### config.mk
export PLATFORM = sky130hd
export DESIGN_NAME = me_fullsearch_engine_flat
export DESIGN_NICKNAME = d
export VERILOG_FILES = /design/src/rtl/me_fullsearch_if.sv /design/src/rtl/me_fullsearch_engine.sv /design/src/flat_wrapper.sv
export SDC_FILE = /design/constraint.sdc
export NUM_CORES = 1
export LEC_CHECK = 0
export ABC_AREA = 1
export ABC_CLOCK_PERIOD_IN_PS = 5400
export CAP_MARGIN = 15
export CORE_MARGIN = 5
export CORE_UTILIZATION = 51
export DETAILED_ROUTE_END_ITERATION = 10
export PLACE_DENSITY = 0.76
export REMOVE_ABC_BUFFERS = 1
export SLEW_MARGIN = 20
export SYNTH_ARGS = -nofsm -noshare
export SYNTH_HDL_FRONTEND = slang
export SYNTH_SLANG_ARGS = --single-unit
### constraint.sdc
create_clock -name clock -period 5.4 [get_ports clock]
set_clock_uncertainty 0.1 [all_clocks]
set_input_delay 0.54 -clock clock [delete_from_list [all_inputs] [get_ports clock]]
set_output_delay 0.54 -clock clock [all_outputs]
set_load 0.03 [all_outputs]
### src/rtl/me_fullsearch_if.sv
// Port bundle of the full-search motion estimator: control, both ROM read ports and the result.
// The engine takes the master side; the environment (ROMs, controller) takes the slave side.
interface me_fullsearch_if #(
    parameter int BLOCK = 16,
    parameter int RANGE = 8,
    parameter int PIXW  = 8
);
    localparam int SW   = BLOCK + 2*RANGE - 1;
    localparam int AW   = $clog2(BLOCK*BLOCK);
    localparam int ASW  = $clog2(SW*SW);
    localparam int SADW = PIXW + AW;
    localparam int MVW  = $clog2(RANGE) + 1;

    logic                   start;
    logic                   early_term_en;
    logic [AW-1:0]          AddressR;
    logic [PIXW-1:0]        R;
    logic [ASW-1:0]         AddressS;
    logic [PIXW-1:0]        S;
    logic [SADW-1:0]        BestDist;
    logic signed [MVW-1:0]  motionX;
    logic signed [MVW-1:0]  motionY;
    logic                   busy;
    logic                   completed;

    modport master (
        input  start, early_term_en, R, S,
        output AddressR, AddressS, BestDist, motionX, motionY, busy, completed
    );
    modport slave (
        output start, early_term_en, R, S,
        input  AddressR, AddressS, BestDist, motionX, motionY, busy, completed
    );
endinterface

### src/rtl/me_fullsearch_engine.sv
// Full-search block-matching motion estimator: one reference and one window pixel per cycle,
// SAD per candidate, keeps the first minimum in raster scan order, optional partial-SAD abort.
module me_fullsearch_engine #(
    parameter int BLOCK = 16,
    parameter int RANGE = 8,
    parameter int PIXW  = 8
) (
    input logic             clock,
    input logic             reset,
    me_fullsearch_if.master bus
);
    localparam int SW   = BLOCK + 2*RANGE - 1;
    localparam int NPIX = BLOCK*BLOCK;
    localparam int AW   = $clog2(NPIX);
    localparam int ASW  = $clog2(SW*SW);
    localparam int SADW = PIXW + AW;
    localparam int MVW  = $clog2(RANGE) + 1;
    localparam logic [MVW-1:0] CLAST = MVW'(2*RANGE - 1);

    typedef enum logic [1:0] {IDLE, RUN, CMP, DONE} state_t;
    state_t state, state_nxt;

    // Candidate held as unsigned window offset (dx+RANGE, dy+RANGE) so reset gives AddressS=0.
    logic [AW-1:0]   p;
    logic [MVW-1:0]  cx, cy;
    logic [MVW-1:0]  mvx, mvy;
    logic [SADW-1:0] acc, acc_sum, best;
    logic [PIXW:0]   ad;
    logic [1:0]      vld_pipe;
    logic            busy, completed, et_en;
    logic            abort, last_pix, last_cand, better;

    assign bus.AddressR  = p;
    assign bus.AddressS  = ASW'((int'(p) / BLOCK + int'(cy)) * SW + int'(p) % BLOCK + int'(cx));
    assign bus.BestDist  = best;
    assign bus.motionX   = mvx;
    assign bus.motionY   = mvy;
    assign bus.busy      = busy;
    assign bus.completed = completed;

    // vld_pipe[1] marks that R/S carry data for a read issued last cycle and not discarded.
    always_comb begin
        ad        = (bus.R >= bus.S) ? {1'b0, bus.R} - {1'b0, bus.S}
                                     : {1'b0, bus.S} - {1'b0, bus.R};
        acc_sum   = vld_pipe[1] ? acc + SADW'(ad) : acc;
        abort     = et_en && (acc_sum >= best);
        last_pix  = (p == AW'(NPIX - 1));
        last_cand = (cx == CLAST) && (cy == CLAST);
        better    = (acc_sum < best);
    end

    always_comb begin
        state_nxt = state;
        case (state)
            IDLE, DONE: if (bus.start) state_nxt = RUN;
            RUN:        if (abort || last_pix) state_nxt = CMP;
            CMP:        state_nxt = last_cand ? DONE : RUN;
            default:    state_nxt = IDLE;
        endcase
    end

    always_ff @(posedge clock) begin
        if (reset) state <= IDLE;
        else       state <= state_nxt;
    end

    always_ff @(posedge clock) begin
        if (reset) begin
            p         <= '0;
            cx        <= '0;
            cy        <= '0;
            mvx       <= '0;
            mvy       <= '0;
            acc       <= '0;
            best      <= '0;
            busy      <= 1'b0;
            completed <= 1'b0;
            et_en     <= 1'b0;
            vld_pipe  <= '0;
        end else begin
            vld_pipe <= {vld_pipe[0] & ~abort, state_nxt == RUN};
            case (state)
                IDLE, DONE: if (bus.start) begin
                    completed <= 1'b0;
                    busy      <= 1'b1;
                    best      <= '1;
                    et_en     <= bus.early_term_en;
                    p         <= '0;
                    cx        <= '0;
                    cy        <= '0;
                    acc       <= '0;
                end
                RUN: begin
                    acc <= acc_sum;
                    if (!(abort || last_pix)) p <= p + 1'b1;
                end
                CMP: begin
                    if (better) begin
                        best <= acc_sum;
                        mvx  <= cx - MVW'(RANGE);
                        mvy  <= cy - MVW'(RANGE);
                    end
                    acc <= '0;
                    p   <= '0;
                    cx  <= (cx == CLAST) ? '0 : cx + 1'b1;
                    if (cx == CLAST) cy <= (cy == CLAST) ? '0 : cy + 1'b1;
                    if (last_cand) begin
                        busy      <= 1'b0;
                        completed <= 1'b1;
                    end
                end
                default: ;
            endcase
        end
    end
endmodule
### src/flat_wrapper.sv
// flat-port wrapper written by rule: the top's interface ports become plain ports
module me_fullsearch_engine_flat 
#(
    parameter int BLOCK = 16,
    parameter int RANGE = 8,
    parameter int PIXW  = 8
)
  (clock, reset, bus_start, bus_early_term_en, bus_R, bus_S, bus_AddressR, bus_AddressS, bus_BestDist, bus_motionX, bus_motionY, bus_busy, bus_completed);
  me_fullsearch_if #(.BLOCK(BLOCK), .RANGE(RANGE), .PIXW(PIXW)) bus_i ();
  input logic clock;
  input logic reset;
  input wire logic [$bits(bus_i.start)-1:0] bus_start;
  input wire logic [$bits(bus_i.early_term_en)-1:0] bus_early_term_en;
  input wire logic [$bits(bus_i.R)-1:0] bus_R;
  input wire logic [$bits(bus_i.S)-1:0] bus_S;
  output wire logic [$bits(bus_i.AddressR)-1:0] bus_AddressR;
  output wire logic [$bits(bus_i.AddressS)-1:0] bus_AddressS;
  output wire logic [$bits(bus_i.BestDist)-1:0] bus_BestDist;
  output wire logic [$bits(bus_i.motionX)-1:0] bus_motionX;
  output wire logic [$bits(bus_i.motionY)-1:0] bus_motionY;
  output wire logic [$bits(bus_i.busy)-1:0] bus_busy;
  output wire logic [$bits(bus_i.completed)-1:0] bus_completed;
  assign bus_i.start = bus_start;
  assign bus_i.early_term_en = bus_early_term_en;
  assign bus_i.R = bus_R;
  assign bus_i.S = bus_S;
  assign bus_AddressR = bus_i.AddressR;
  assign bus_AddressS = bus_i.AddressS;
  assign bus_BestDist = bus_i.BestDist;
  assign bus_motionX = bus_i.motionX;
  assign bus_motionY = bus_i.motionY;
  assign bus_busy = bus_i.busy;
  assign bus_completed = bus_i.completed;
  me_fullsearch_engine #(.BLOCK(BLOCK), .RANGE(RANGE), .PIXW(PIXW)) u_core (.clock(clock), .reset(reset), .bus(bus_i));
endmodule
Word level (Yosys, flattened, before mapping)
Index checks and enable logic that the tools add are counted.
- register bits: 63
- bits of input ports: 20
- memory bits (writable): 0
- bits in read-only memories: 0
- memories kept: 0
- bits in latches: 0
- bitwise logic cells: 2
- reduce and logical (&&, ||, !) cells: 13
- $add $sub $neg: 11
- eq/ne operators: 12
- divide/modulo/power cells: 0
- magnitude comparators: 3
- shifts and indexed selects: 0
- multiplexer cells: 26
- multiply operators: 1
- operators with widths (operator ; count):
    2-to-1 mux 16 bit ; 4
    one-hot mux 16 bit (3 select lines) ; 1
    multiplier 32 x 6 -> 10 bit, second input constant ; 1
    one-hot mux 16 bit (2 select lines) ; 1
    one-hot mux 8 bit (3 select lines) ; 1
    adder 10 x 5 -> 10 bit ; 2
    subtractor 8 x 8 -> 9 bit ; 2
    adder 16 x 9 -> 16 bit ; 1
    >= comparator 16 bit ; 1
    less-than comparator 16 bit ; 1
    2-to-1 mux 4 bit ; 4
    2-to-1 mux 8 bit ; 2
    one-hot mux 4 bit (2 select lines) ; 2
    2-to-1 mux 9 bit ; 1
    AND reduction 3 bit ; 3
    adder 4 x 1 -> 4 bit, second input constant ; 2
    adder 8 x 1 -> 8 bit, second input constant ; 1
    == test 4 bit, second input constant ; 2
    == test 8 bit, second input constant ; 1
    >= comparator 8 bit ; 1
    AND reduction 2 bit ; 4
    subtractor 4 bit, second input constant ; 2
    2-to-1 mux 2 bit ; 3
    inequality test 2 x 1 -> 1 bit, second input constant ; 3
    14 further kinds ; 22

Depth between registers and ports, before layout
Gate-level depths: netlist of the first run.
- depth in word-level cells: 10
- mapped depth: 39
- depth with buffers taken out: 38

Worst setup path before layout of the first run
No wires, ideal clock.
- kind: register to output
- start: register u_core.p[4] (netlist: u_core.bus.AddressR[4])
- end: output bus_AddressS[9]
- cell stages (with the launch flop): 22
- buffers on the path: 0
- arrival time: 4.977 ns
- data required time: 4.760 ns
- path slack: -0.217 ns
- cell sequence: dfxtp_1 ha_1 fa_1 xor2_1 inv_1 fa_1 inv_1 ha_1 inv_1 fa_1 fa_1 inv_1 ha_1 a21oi_1 nand2_1 a21oi_1 o21bai_1 nand2_1 nand2_1 a21oi_1 nor2_1 nor2_1
- cells in the longest elaborated chain, start to end: 4
- ends and longest elaborated chain (item ; line ; source):
    start: declaration ; me_fullsearch_engine.sv:24 ; logic [AW-1:0] p;
    start signal: assignment ; me_fullsearch_engine.sv:95 ; if (!(abort || last_pix)) p <= p + 1'b1;
    adder 4 x 4 -> 5 bit ; me_fullsearch_engine.sv:34 ; assign bus.AddressS = ASW'((int'(p) / BLOCK + int'(cy)) * SW + int'(p) % BLOCK + int'(cx));
    multiplier 32 x 6 -> 10 bit ; me_fullsearch_engine.sv:34 ;
    adder 10 x 5 -> 10 bit (2 in a row) ; me_fullsearch_engine.sv:34 ;
    end: declaration ; flat_wrapper.sv:17 ; output wire logic [$bits(bus_i.AddressS)-1:0] bus_AddressS;
No other way between the ends.

Final worst setup path of the first run
- start: register u_core.cy[0]
- end: output bus_AddressS[9]
- cells in the longest elaborated chain, start to end: 4
- ends and longest elaborated chain (item ; line ; source):
    start: declaration ; me_fullsearch_engine.sv:25 ; logic [MVW-1:0] cx, cy;
    start signal: assignment ; me_fullsearch_engine.sv:106 ; if (cx == CLAST) cy <= (cy == CLAST) ? '0 : cy + 1'b1;
    adder 4 x 4 -> 5 bit ; me_fullsearch_engine.sv:34 ;
    multiplier 32 x 6 -> 10 bit ; me_fullsearch_engine.sv:34 ;
    adder 10 x 5 -> 10 bit (2 in a row) ; me_fullsearch_engine.sv:34 ;
No other way between the ends.

==> results.sh, run 1 <==
export IMPL_outcome="finished clean"
export IMPL_synth_area_leaders="dfxtp_1 22%, ha_1 17%, nand2_1 9.5%, inv_1 8.5%, fa_1 6.6%"
export IMPL_max_slew_margin=0.488
export IMPL_fin_crit_ps=5360
export IMPL_drtAntennaViolNets=0
export IMPL_synth_largest_area_cell="dfxtp_1"
export IMPL_layout_drive_gt1_share=0.191
export IMPL_cts_hold_buffers=0
export IMPL_cts_sinks=63
export IMPL_area_growth_pct=26.7
export IMPL_p_seq_frac=0.308
export IMPL_hold_path_class="flip-flop to flip-flop"
export IMPL_drt_initial_drc_count=262
export IMPL_routed_wl_um=13400
export IMPL_holdPathStages=2
export IMPL_r2r_slack_ps=1930
export IMPL_dieArea_mm2=0.0136
export IMPL_final_setup_viol_count=0
export IMPL_min_to="u_core.vld_pipe[1]"
export IMPL_route_detailed_drc=0
export IMPL_crit_fanout=2
export IMPL_worstMarginPinSlew_ps=767
export IMPL_routedWlPerCell_um=12.9
export IMPL_p_per_area_mw_per_mm2=223
export IMPL_rr_worst_depth=21
export IMPL_p_clk_frac=0.395
export IMPL_synth_avg_cell_area_um2=7.29
export IMPL_cp_start_kind="flip-flop"
export IMPL_ys_ff_latch=63
export IMPL_slew_viol_final=0
export IMPL_rows=39
export IMPL_intPower_mw=1.13
export IMPL_place_hpwl_um=9990
export IMPL_cts_tree="built"
export IMPL_grt_pass1_wl_um=22500
export IMPL_clk_pin_slew_ps=50
export IMPL_yosysTopAreaCellShare=0.217
export IMPL_place_congestion=0.901
export IMPL_power_switching_mw=0.504
export IMPL_path_class="flip-flop to primary output"
export IMPL_p_leak_nw=3.47
export IMPL_endpoint_kind="primary output"
export IMPL_post_place_ws_ps=-53.7
export IMPL_comb_power_share=0.296
export IMPL_setup_tns_ps=0
export IMPL_grt_start_max_net_pins=42
export IMPL_antenna_found_initial=0
export IMPL_fin_ws_ps=35.4
export IMPL_core_area_mm2=0.0113
export IMPL_synth_cells=796
export IMPL_insertion_delay_ps=330
export IMPL_pin_count=64
export IMPL_crit_arrival_ps=4720
export IMPL_numCtsBuffers=9
export IMPL_cts_buffer_depth=2
export IMPL_swShare=0.308
export IMPL_period_share=0.993
export IMPL_cts_root_buffer="clkbuf_16"
export IMPL_viasPerCell=5.07
export IMPL_drt_pass1_iter_count=5
export IMPL_grt_pass1_vias=4986
export IMPL_finalNetCount=1008
export IMPL_r2r_end="u_core.bus.AddressR[4]"
export IMPL_peakVddDrop_mv=0.157
export IMPL_ys_types=50
export IMPL_grt_use_total=0.202
export IMPL_total_power_mw=1.64
export IMPL_whs_ps=316
export IMPL_rsz0062_at_grt="yes"
export IMPL_hold_violations=0
export IMPL_crit_required_ps=4760
export IMPL_min_from="u_core.vld_pipe[0]"
export IMPL_ys_seq_area_frac=0.217
export IMPL_dieWidth_um=117
export IMPL_portBuffers=63
export IMPL_h_tree_depth=3
export IMPL_start_util=0.515
export IMPL_fillers=943
export IMPL_yosysWarnings=0
export IMPL_insertedDiodeCount=0
export IMPL_vias=5261
export IMPL_max_cap_viol_count=0
export IMPL_fmax_mhz=186
export IMPL_die_height_um=117
export IMPL_syn_area_mm2=0.00580
export IMPL_overflow=0
export IMPL_rr_startpoint="u_core.acc[0]"
==> power by group through the flow <==
stage                     clock, mW  combinational (mW)  sequential, mW
after floorplan                   0               0.275           0.540
after global placement            0               0.451           0.513
after detailed placement          0               0.457           0.513
after CTS                     0.654               0.461           0.504
after global routing          0.679               0.538           0.508
final                         0.647               0.485           0.505
==> registers in the layout (all words and copies together) (netlist names) <==
name and cells:
u_core.cx 4, u_core.et_en 1, u_core.bus.completed 1, u_core.bus.busy 1, u_core.acc 16, u_core.cy 4, u_core.bus.AddressR 8, u_core.bus.motionY 4
u_core.bus.BestDist 16, u_core.bus.motionX 4, u_core.vld_pipe 2, u_core.state 2
==> cells by family after synthesis <==
group	synth area share
AND/OR/NAND/NOR	0.245
buffers and inverters	0.109
AO/OA/AOI/OAI	0.137
adder cells (fa/ha/maj)	0.236
flip-flops	0.217
XOR/XNOR	0.0556
==> cell type report <==
| class | count | area (um^2) | share of cell area |
|---|---|---|---|
| inverter | 139 | 522 | 0.0710 |
| multi-input combinational | 575 | 4120 | 0.560 |
| tap | 143 | 179 | 0.0243 |
| sequential | 63 | 1270 | 0.172 |
| timing repair buffer | 102 | 942 | 0.128 |
| clock inverter | 4 | 95.1 | 0.0129 |
| clock buffer | 11 | 233 | 0.0316 |
==> critical path: stages (launching register included) <==
cell	delay, ps
dfxtp_2	330
ha_4	160
fa_2	410
xor2_2	200
inv_2	70
buf_6	120
fa_2	330
fa_1	570
inv_2	60
ha_4	260
inv_2	30
fa_2	570
inv_2	50
ha_4	250
nand3_2	70
nand2_2	80
a21oi_2	50
o21bai_1	170
nand2_1	90
nand2_2	70
a21oi_2	50
and2_1	130
nor2_1	90
buf_4	160
==> worst max path at each step <==
stage | start | endpoint | slack, ps | depth (start not counted)
6_report | u_core.cy[0] | bus_AddressS[9] | 40 | 23
5_1_grt | u_core.cy[0] | bus_AddressS[9] | -210 | 23
4_1_cts | u_core.bus.AddressR[4] | bus_AddressS[9] | 30 | 22
3_5_place_dp | bus_S[1] | u_core.bus.AddressR[1] | -50 | 33
3_3_place_gp | bus_S[1] | u_core.bus.AddressR[7] | -40 | 34
2_1_floorplan | u_core.bus.AddressR[4] | bus_AddressS[9] | -220 | 21
==> what timing repair did <==
| action | CTS | global route |
|---|---|---|
| cloned | 0 | 1 |
| pin swaps | 3 | 25 |
| buffers inserted | 3 | 4 |
| endpoints found under the hold margin | 0 | 0 |
| resized for setup | 7 | 40 |
| setup endpoints to repair | 3 | 39 |
==> layout by cell type (no fill, tap or decap), types with 16 or more instances in the layout <==
master,instances
o21ai_0,28
nand2_2,21
dfxtp_1,59
buf_4,41
nor2_1,61
inv_1,123
nand2_1,146
clkdlybuf4s50_1,57
nand3_1,40
fa_1,16
xor2_1,25
ha_1,69
a21oi_1,54
inv_2,16
==> synth_stat cells, drive strengths merged <==
cell type,n
nand2,170
inv,139
ha,79
nor2,75
a21oi,69
dfxtp,63
nand3,43
o21ai,43
xor2,28
fa,19
buf,11
clkbuf,9
nor3,8
xnor2,8
nand4,5
and2,4
o21bai,4
a31oi,3
o211ai,2
or2,2
a211oi,1
a21boi,1
a21o,1
a22oi,1
a41oi,1
nand3b,1
nor3b,1
nor4,1
o21a,1
o221a,1
o221ai,1
o31ai,1
==> routing by layer <==
metal / vias up / global-route usage / wire [um]
met3: 22 / 0.0311 / 723
li1: 2726 / - / -
met1: 2389 / 0.262 / 6020
met2: 124 / 0.353 / 6510
met4: 0 / 0.0505 / 146
met5: - / 0 / 0
==> through the flow <==
| stage | cells | cell area (um^2) | util |
|---|---|---|---|
| global route | 1037 | 7350 | 0.652 |
| floorplan | 776 | 5690 | - |
| finish | 1037 | 7350 | 0.652 |
| detailed placement | 1015 | 6760 | 0.600 |
| global placement | 1015 | 6760 | 0.600 |
| CTS | 1033 | 7140 | 0.634 |
(Power assumes the default switching activity.)
==> inputs of run 2 (changes only) <==
--- a/config.mk
+++ b/config.mk
@@ -5,13 +5,12 @@
 export SDC_FILE = /design/constraint.sdc
 export NUM_CORES = 1
 export LEC_CHECK = 0
-export ABC_AREA = 1
 export ABC_CLOCK_PERIOD_IN_PS = 5400
 export CAP_MARGIN = 15
 export CORE_MARGIN = 5
-export CORE_UTILIZATION = 51
+export CORE_UTILIZATION = 50
 export DETAILED_ROUTE_END_ITERATION = 10
-export PLACE_DENSITY = 0.76
+export PLACE_DENSITY = 0.75
 export REMOVE_ABC_BUFFERS = 1
 export SLEW_MARGIN = 20
 export SYNTH_ARGS = -nofsm -noshare
==> run 2 against run 1 <==
Compared with the run above:
- the run now ends with negative setup slack left
- critical path depth up 6
- wire length rose by 34%
- setup slack got worse by 270 ps
- clock-buffer cell count grew 2
- critical path type is now input pin to flip-flop
- cell count decreased by 6.2%
- maximum frequency decreased by 4.8%
- highest routed layer unchanged
- core utilization grew 8.7 points
- area after synthesis is 5.7% lower
==> results.sh, run 2 <==
export IMPL_outcome="finished with violations"
export IMPL_violations="negative setup slack"
export IMPL_hold_path_class="flip-flop to flip-flop"
export IMPL_drtAntennaViolNets=0
export IMPL_layout_drive_gt1_share=0.323
export IMPL_synth_cells=655
export IMPL_final_core_util=0.740
export IMPL_cts_tree="built"
export IMPL_synth_edff_count=0
export IMPL_place_hpwl_um=11300
export IMPL_drt_initial_drc_count=417
export IMPL_vias=5645
export IMPL_portBuffers=63
export IMPL_crit_required_ps=5520
export IMPL_numCtsBuffers=9
export IMPL_grt_start_max_net_pins=64
export IMPL_insertedDiodeCount=0
export IMPL_core_area_mm2=0.0108
export IMPL_rows=38
export IMPL_pin_count=64
export IMPL_yosys_cell_count_top_type="inv_1"
export IMPL_comb_power_share=0.416
export IMPL_critPathSlowestCell="or3b_4"
export IMPL_fin_ws_ps=-236
export IMPL_p_per_area_mw_per_mm2=214
export IMPL_peakVddDrop_mv=0.187
export IMPL_cp_start_kind="input pin"
export IMPL_p_leak_nw=3.69
export IMPL_max_slew_margin=0.373
export IMPL_synth_area_leaders="dfxtp_1 23%, ha_1 18%, fa_1 6.9%, inv_1 6.6%, a21oi_1 4.7%"
export IMPL_cts_hold_buffers=0
export IMPL_intPower_mw=1.10
export IMPL_hold_violations=0
export IMPL_cts_buffer_depth=2
export IMPL_most_common_layout_cells="116 x buf_4, 80 x inv_1, 61 x ha_1"
export IMPL_crit_arrival_ps=5750
export IMPL_power_switching_mw=0.614
export IMPL_finalNetCount=946
export IMPL_period_share=1.04
export IMPL_syn_area_mm2=0.00547
export IMPL_worstMarginPinSlew_ps=934
export IMPL_ys_flop_type="dfxtp_1"
export IMPL_grt_use_total=0.255
export IMPL_rsz0062_at_grt="yes"
export IMPL_area_growth_pct=45.9
export IMPL_crit_fanout=8
export IMPL_cts_root_buffer="clkbuf_8"
export IMPL_routedWlPerCell_um=18.4
export IMPL_viasPerCell=5.80
export IMPL_ys_ff_latch=63
export IMPL_final_setup_viol_count=27
export IMPL_clk_pin_slew_ps=80
export IMPL_grt_pass1_wl_um=27300
export IMPL_synth_avg_cell_area_um2=8.36
export IMPL_route_detailed_drc=0
export IMPL_ys_top_cells_by_count="96 x inv_1, 79 x ha_1, 63 x dfxtp_1"
export IMPL_endpoint_kind="flip-flop"
export IMPL_synth_largest_area_cell="dfxtp_1"
export IMPL_setup_tns_ps=-2220
export IMPL_slew_viol_final=0
export IMPL_routed_wl_um=17900
export IMPL_overflow=0
export IMPL_fmax_mhz=177
export IMPL_max_cap_viol_count=0
export IMPL_antenna_found_initial=0
export IMPL_synthArstFlopShare=0
export IMPL_drt_pass1_iter_count=5
export IMPL_insertion_delay_ps=350
export IMPL_ys_seq_area_frac=0.230
export IMPL_dieArea_mm2=0.0131
export IMPL_p_seq_frac=0.304
export IMPL_path_class="input pin to flip-flop"
export IMPL_grt_pass1_vias=5919
export IMPL_yosysWarnings=0
export IMPL_yosysTopAreaCellShare=0.230
export IMPL_ys_types=66
export IMPL_die_height_um=115
export IMPL_cts_sinks=63
export IMPL_dieWidth_um=115
export IMPL_p_clk_frac=0.280
export IMPL_fin_crit_ps=5640
export IMPL_final_common_cell="buf_4"
export IMPL_swShare=0.359
export IMPL_start_util=0.507
export IMPL_place_congestion=0.880
export IMPL_max_stage_delay_ps=400
export IMPL_h_tree_depth=3
-- run 2: power groups by stage --
| stage | Sequential [mW] | Clock, mW | Combinational [mW] |
|---|---|---|---|
| 5_1_grt | 0.521 | 0.500 | 0.767 |
| 2_1_floorplan | 0.566 | 0 | 0.300 |
| 3_3_place_gp | 0.527 | 0 | 0.579 |
| 6_report | 0.519 | 0.480 | 0.711 |
| 3_5_place_dp | 0.528 | 0 | 0.597 |
| 4_1_cts | 0.517 | 0.475 | 0.666 |
-- run 2: kinds of logic after synthesis --
| kind of cell | Yosys count | share of synthesized area |
|---|---|---|
| XOR/XNOR | 30 | 0.0480 |
| multiplexers | 20 | 0.0384 |
| AO/OA/AOI/OAI | 167 | 0.212 |
| AND/OR/NAND/NOR | 159 | 0.139 |
| adder cells (fa/ha/maj) | 98 | 0.250 |
| buffers and inverters | 118 | 0.0825 |
| flip-flops | 63 | 0.230 |
-- run 2: area by class of cell --
type / instances / area, um^2
multi-input cells: 475 / 4430
clock buffers: 13 / 159
clock inverters: 3 / 65.1
flip-flops and latches: 63 / 1270
inverters: 100 / 385
well taps: 140 / 175
fillers: 727 / 2810
repair buffers: 179 / 1490
-- run 2: repair_timing --
| item | 4_1_cts | 5_1_grt |
|---|---|---|
| setup buffers | 15 | 6 |
| gates resized for setup | 173 | 46 |
| setup endpoints to repair | 40 | 40 |
| hold endpoints to repair | 0 | 0 |
| pin swaps | 51 | 31 |
| cloned | 1 | 0 |
-- run 2: final timing paths --
| kind | start | slack [ps] | depth (start not counted) | endpoint |
|---|---|---|---|---|
| min reg2reg | u_core.bus.completed | 370 | 2 | u_core.bus.completed |
| max reg2reg | u_core.acc[0] | 1160 | 19 | u_core.bus.BestDist[12] |
| max | bus_S[2] | -240 | 29 | u_core.bus.BestDist[12] |
| min | u_core.bus.completed | 370 | 2 | u_core.bus.completed |
-- run 2: per-stage QoR --
step / hold WS [ps] / power (mW) / cells / setup slack (ps) / cell area, um^2
2_1_floorplan: 348 / 0.866 / 637 / -677 / 5400
3_3_place_gp: 347 / 1.11 / 936 / -1360 / 6910
3_5_place_dp: 363 / 1.12 / 936 / -1530 / 6910
4_1_cts: 375 / 1.66 / 967 / -43.8 / 7690
5_1_grt: 392 / 1.79 / 973 / -492 / 7980
6_report: 369 / 1.71 / 973 / -236 / 7980
-- run 2: critical path, delay by kind of cell --
kind            cells  cell delay [ps]
xor+xnor            2              310
simple gates        5              710
compound gates     10             2190
fa+ha+maj           3              830
buf+inv             8              830
mux                 1              330
-- run 2: layer usage --
| layer | part of all wire | up-vias | global-route usage |
|---|---|---|---|
| met2 | 0.51 | 257 | 0.456 |
| li1 | - | 2631 | - |
| met4 | 0.047 | 0 | 0.133 |
| met5 | 0 | - | 0 |
| met3 | 0.060 | 75 | 0.0502 |
| met1 | 0.38 | 2682 | 0.285 |
==> RTL change, RTL diff (config.mk and constraints of run 2) <==
`PIXW` is set to 8 in 3 places; all go to 4.
--- a/src/rtl/me_fullsearch_if.sv
+++ b/src/rtl/me_fullsearch_if.sv
@@ -3,7 +3,7 @@
 interface me_fullsearch_if #(
     parameter int BLOCK = 16,
     parameter int RANGE = 8,
-    parameter int PIXW  = 8
+    parameter int PIXW  = 4
 );
     localparam int SW   = BLOCK + 2*RANGE - 1;
     localparam int AW   = $clog2(BLOCK*BLOCK);
--- a/src/rtl/me_fullsearch_engine.sv
+++ b/src/rtl/me_fullsearch_engine.sv
@@ -3,7 +3,7 @@
 module me_fullsearch_engine #(
     parameter int BLOCK = 16,
     parameter int RANGE = 8,
-    parameter int PIXW  = 8
+    parameter int PIXW  = 4
 ) (
     input logic             clock,
     input logic             reset,
--- a/src/flat_wrapper.sv
+++ b/src/flat_wrapper.sv
@@ -3,7 +3,7 @@
 #(
     parameter int BLOCK = 16,
     parameter int RANGE = 8,
-    parameter int PIXW  = 8
+    parameter int PIXW  = 4
 )
   (clock, reset, bus_start, bus_early_term_en, bus_R, bus_S, bus_AddressR, bus_AddressS, bus_BestDist, bus_motionX, bus_motionY, bus_busy, bus_completed);
   me_fullsearch_if #(.BLOCK(BLOCK), .RANGE(RANGE), .PIXW(PIXW)) bus_i ();
Interface: changed (resized bus_BestDist, bus_R and bus_S); port bits go from 64 to 52. No check against the original RTL was run, so the function may have changed too.
==> RTL change against run 2 <==
Wire length is 41% lower; first-iteration DRC count is 50% lower; worst setup slack better by 340 ps; sequential cell count is 8 lower; synthesized cell count is 26% lower; cell count is 29% lower; design area is 31% lower; area after synthesis is 22% lower; register-to-register slack better by 350 ps; critical path type is now register to output pin.
Power is not compared: it rests on default switching activity, and its combinational part moved more than twofold at a synthesized area within 25%.
==> RTL change: results (changes against run 2) <==
[placed_design]
place_area_um2 = 5140  ; -26%
gp_congestion = 0.901  ; +2.4%
placed_cells_incl_taps = 667  ; -29%
numPortBuffers = 51  ; -19%

[final_layout]
clockBufferCount = 6  ; -7
multi_input_gates = 346  ; -27%
n_all_inverters = 72  ; -28%
final_nets = 676  ; -29%
regArea_um2 = 1110  ; -13%
final_layout_size_suffix_gt1_share_pct = 19.2  ; -13 points
final_util_pct = 67.0  ; -7.0 points
seq_cells = 55  ; -13%
multi_input_area_share_pct = 54.4  ; -1.1 points

[detailed_routing]
dr.first_iter.drc_count = 209  ; -50%
first_pass_iters = 4  ; -1
wl_um = 10600  ; -41%
route.met2.wl_um = 5340  ; -42%
wl_met3_um = 438  ; -59%

[worst_setup_path]
max_stage_delay_ps = 580  ; +180 ps
critPathMaxFanout = 6  ; -2
crit_family = adder cells
crit_slowest_cell = fa_1
arrival_ps = 4650  ; -1100 ps
rrSetupSlack_ps = 1510  ; +350 ps

[global_route]
grt_pass1_vias = 3868  ; -35%
grt_max_degree = 49  ; -23%
grt_pass1_wl_um = 17300  ; -37%

[clock_network]
cts.clk_slew.worst_paths_ps = 100  ; +20 ps
cts_made_buffers = 5  ; -4
clk_latency_ps = 310  ; -40 ps

[synth]
synth_top_cells_by_area = dfxtp_1 26%, ha_1 19%, fa_1 8.9%
synth.yosys.seq_area_share_pct = 25.8  ; +2.7 points
syn-instance-count = 486  ; -26%

[min_path]
hold_depth = 1  ; -1
hp-start = u_core.vld_pipe[0]

[floorplan]
die_x_um = 102  ; -11%

[run_status]
status = finished, final reports clean

[sta]
hold-worst-slack_ps = 378  ; +9.07 ps
slew-limit-headroom_pct = 44.9  ; +7.5 points

==> RTL change: cell count changes in the layout (fill, tap and decap cells not counted), sizes merged, moves of 8 or more <==
cell	change
a21o	-12
a21oi	-20
buf	-83
dfxtp	-8
ha	-15
inv	-26
nand2	-11
nor2	-13
o21ai	-13
==> RTL change: kinds of logic (layout without fill, tap and decap cells) <==
kind of cell,Yosys count,count (layout),share of synthesized area (%)
XOR/XNOR,24,24,4.92
multiplexers,17,17,4.10
AO/OA/AOI/OAI,102,103,16.2
buffers and inverters,86,181,7.90
flip-flops,55,55,25.8
adder cells (fa/ha/maj),83,83,27.6
AND/OR/NAND/NOR,119,119,13.4
==> RTL change: metal layers <==
layer	up-vias	track usage, %
met2	94	34.7
met5	-	0
met4	0	5.85
met3	18	1.98
met1	1828	26.6
li1	1879	-
==> RTL change: what timing repair did <==
action | in CTS | in global routing
pin swaps | 12 | 27
cloned | 0 | 1
setup buffers | 3 | 8
setup endpoints to repair | 16 | 36
resized for setup | 14 | 33
==> RTL change: how the worst max path moves through the flow <==
stage / start / end / slack (ps) / depth (start not counted)
6_report: u_core.bus.AddressR[5] / bus_AddressS[9] / 110 / 19
5_1_grt: u_core.bus.AddressR[6] / bus_AddressS[9] / -50 / 19
4_1_cts: u_core.cy[0] / bus_AddressS[9] / -50 / 20
3_5_place_dp: bus_S[1] / u_core.bus.AddressR[7] / -340 / 24
3_3_place_gp: bus_S[1] / u_core.bus.AddressR[7] / -110 / 24
2_1_floorplan: u_core.bus.AddressR[4] / bus_AddressS[9] / -110 / 19
==> RTL change: power by group through the flow <==
stage	Clock (uW)	Combinational [uW]	Sequential, uW
floorplan	0	154	468
global placement	0	277	446
detailed placement	0	288	446
CTS	295	295	437
global route	312	332	440
finish	291	303	437
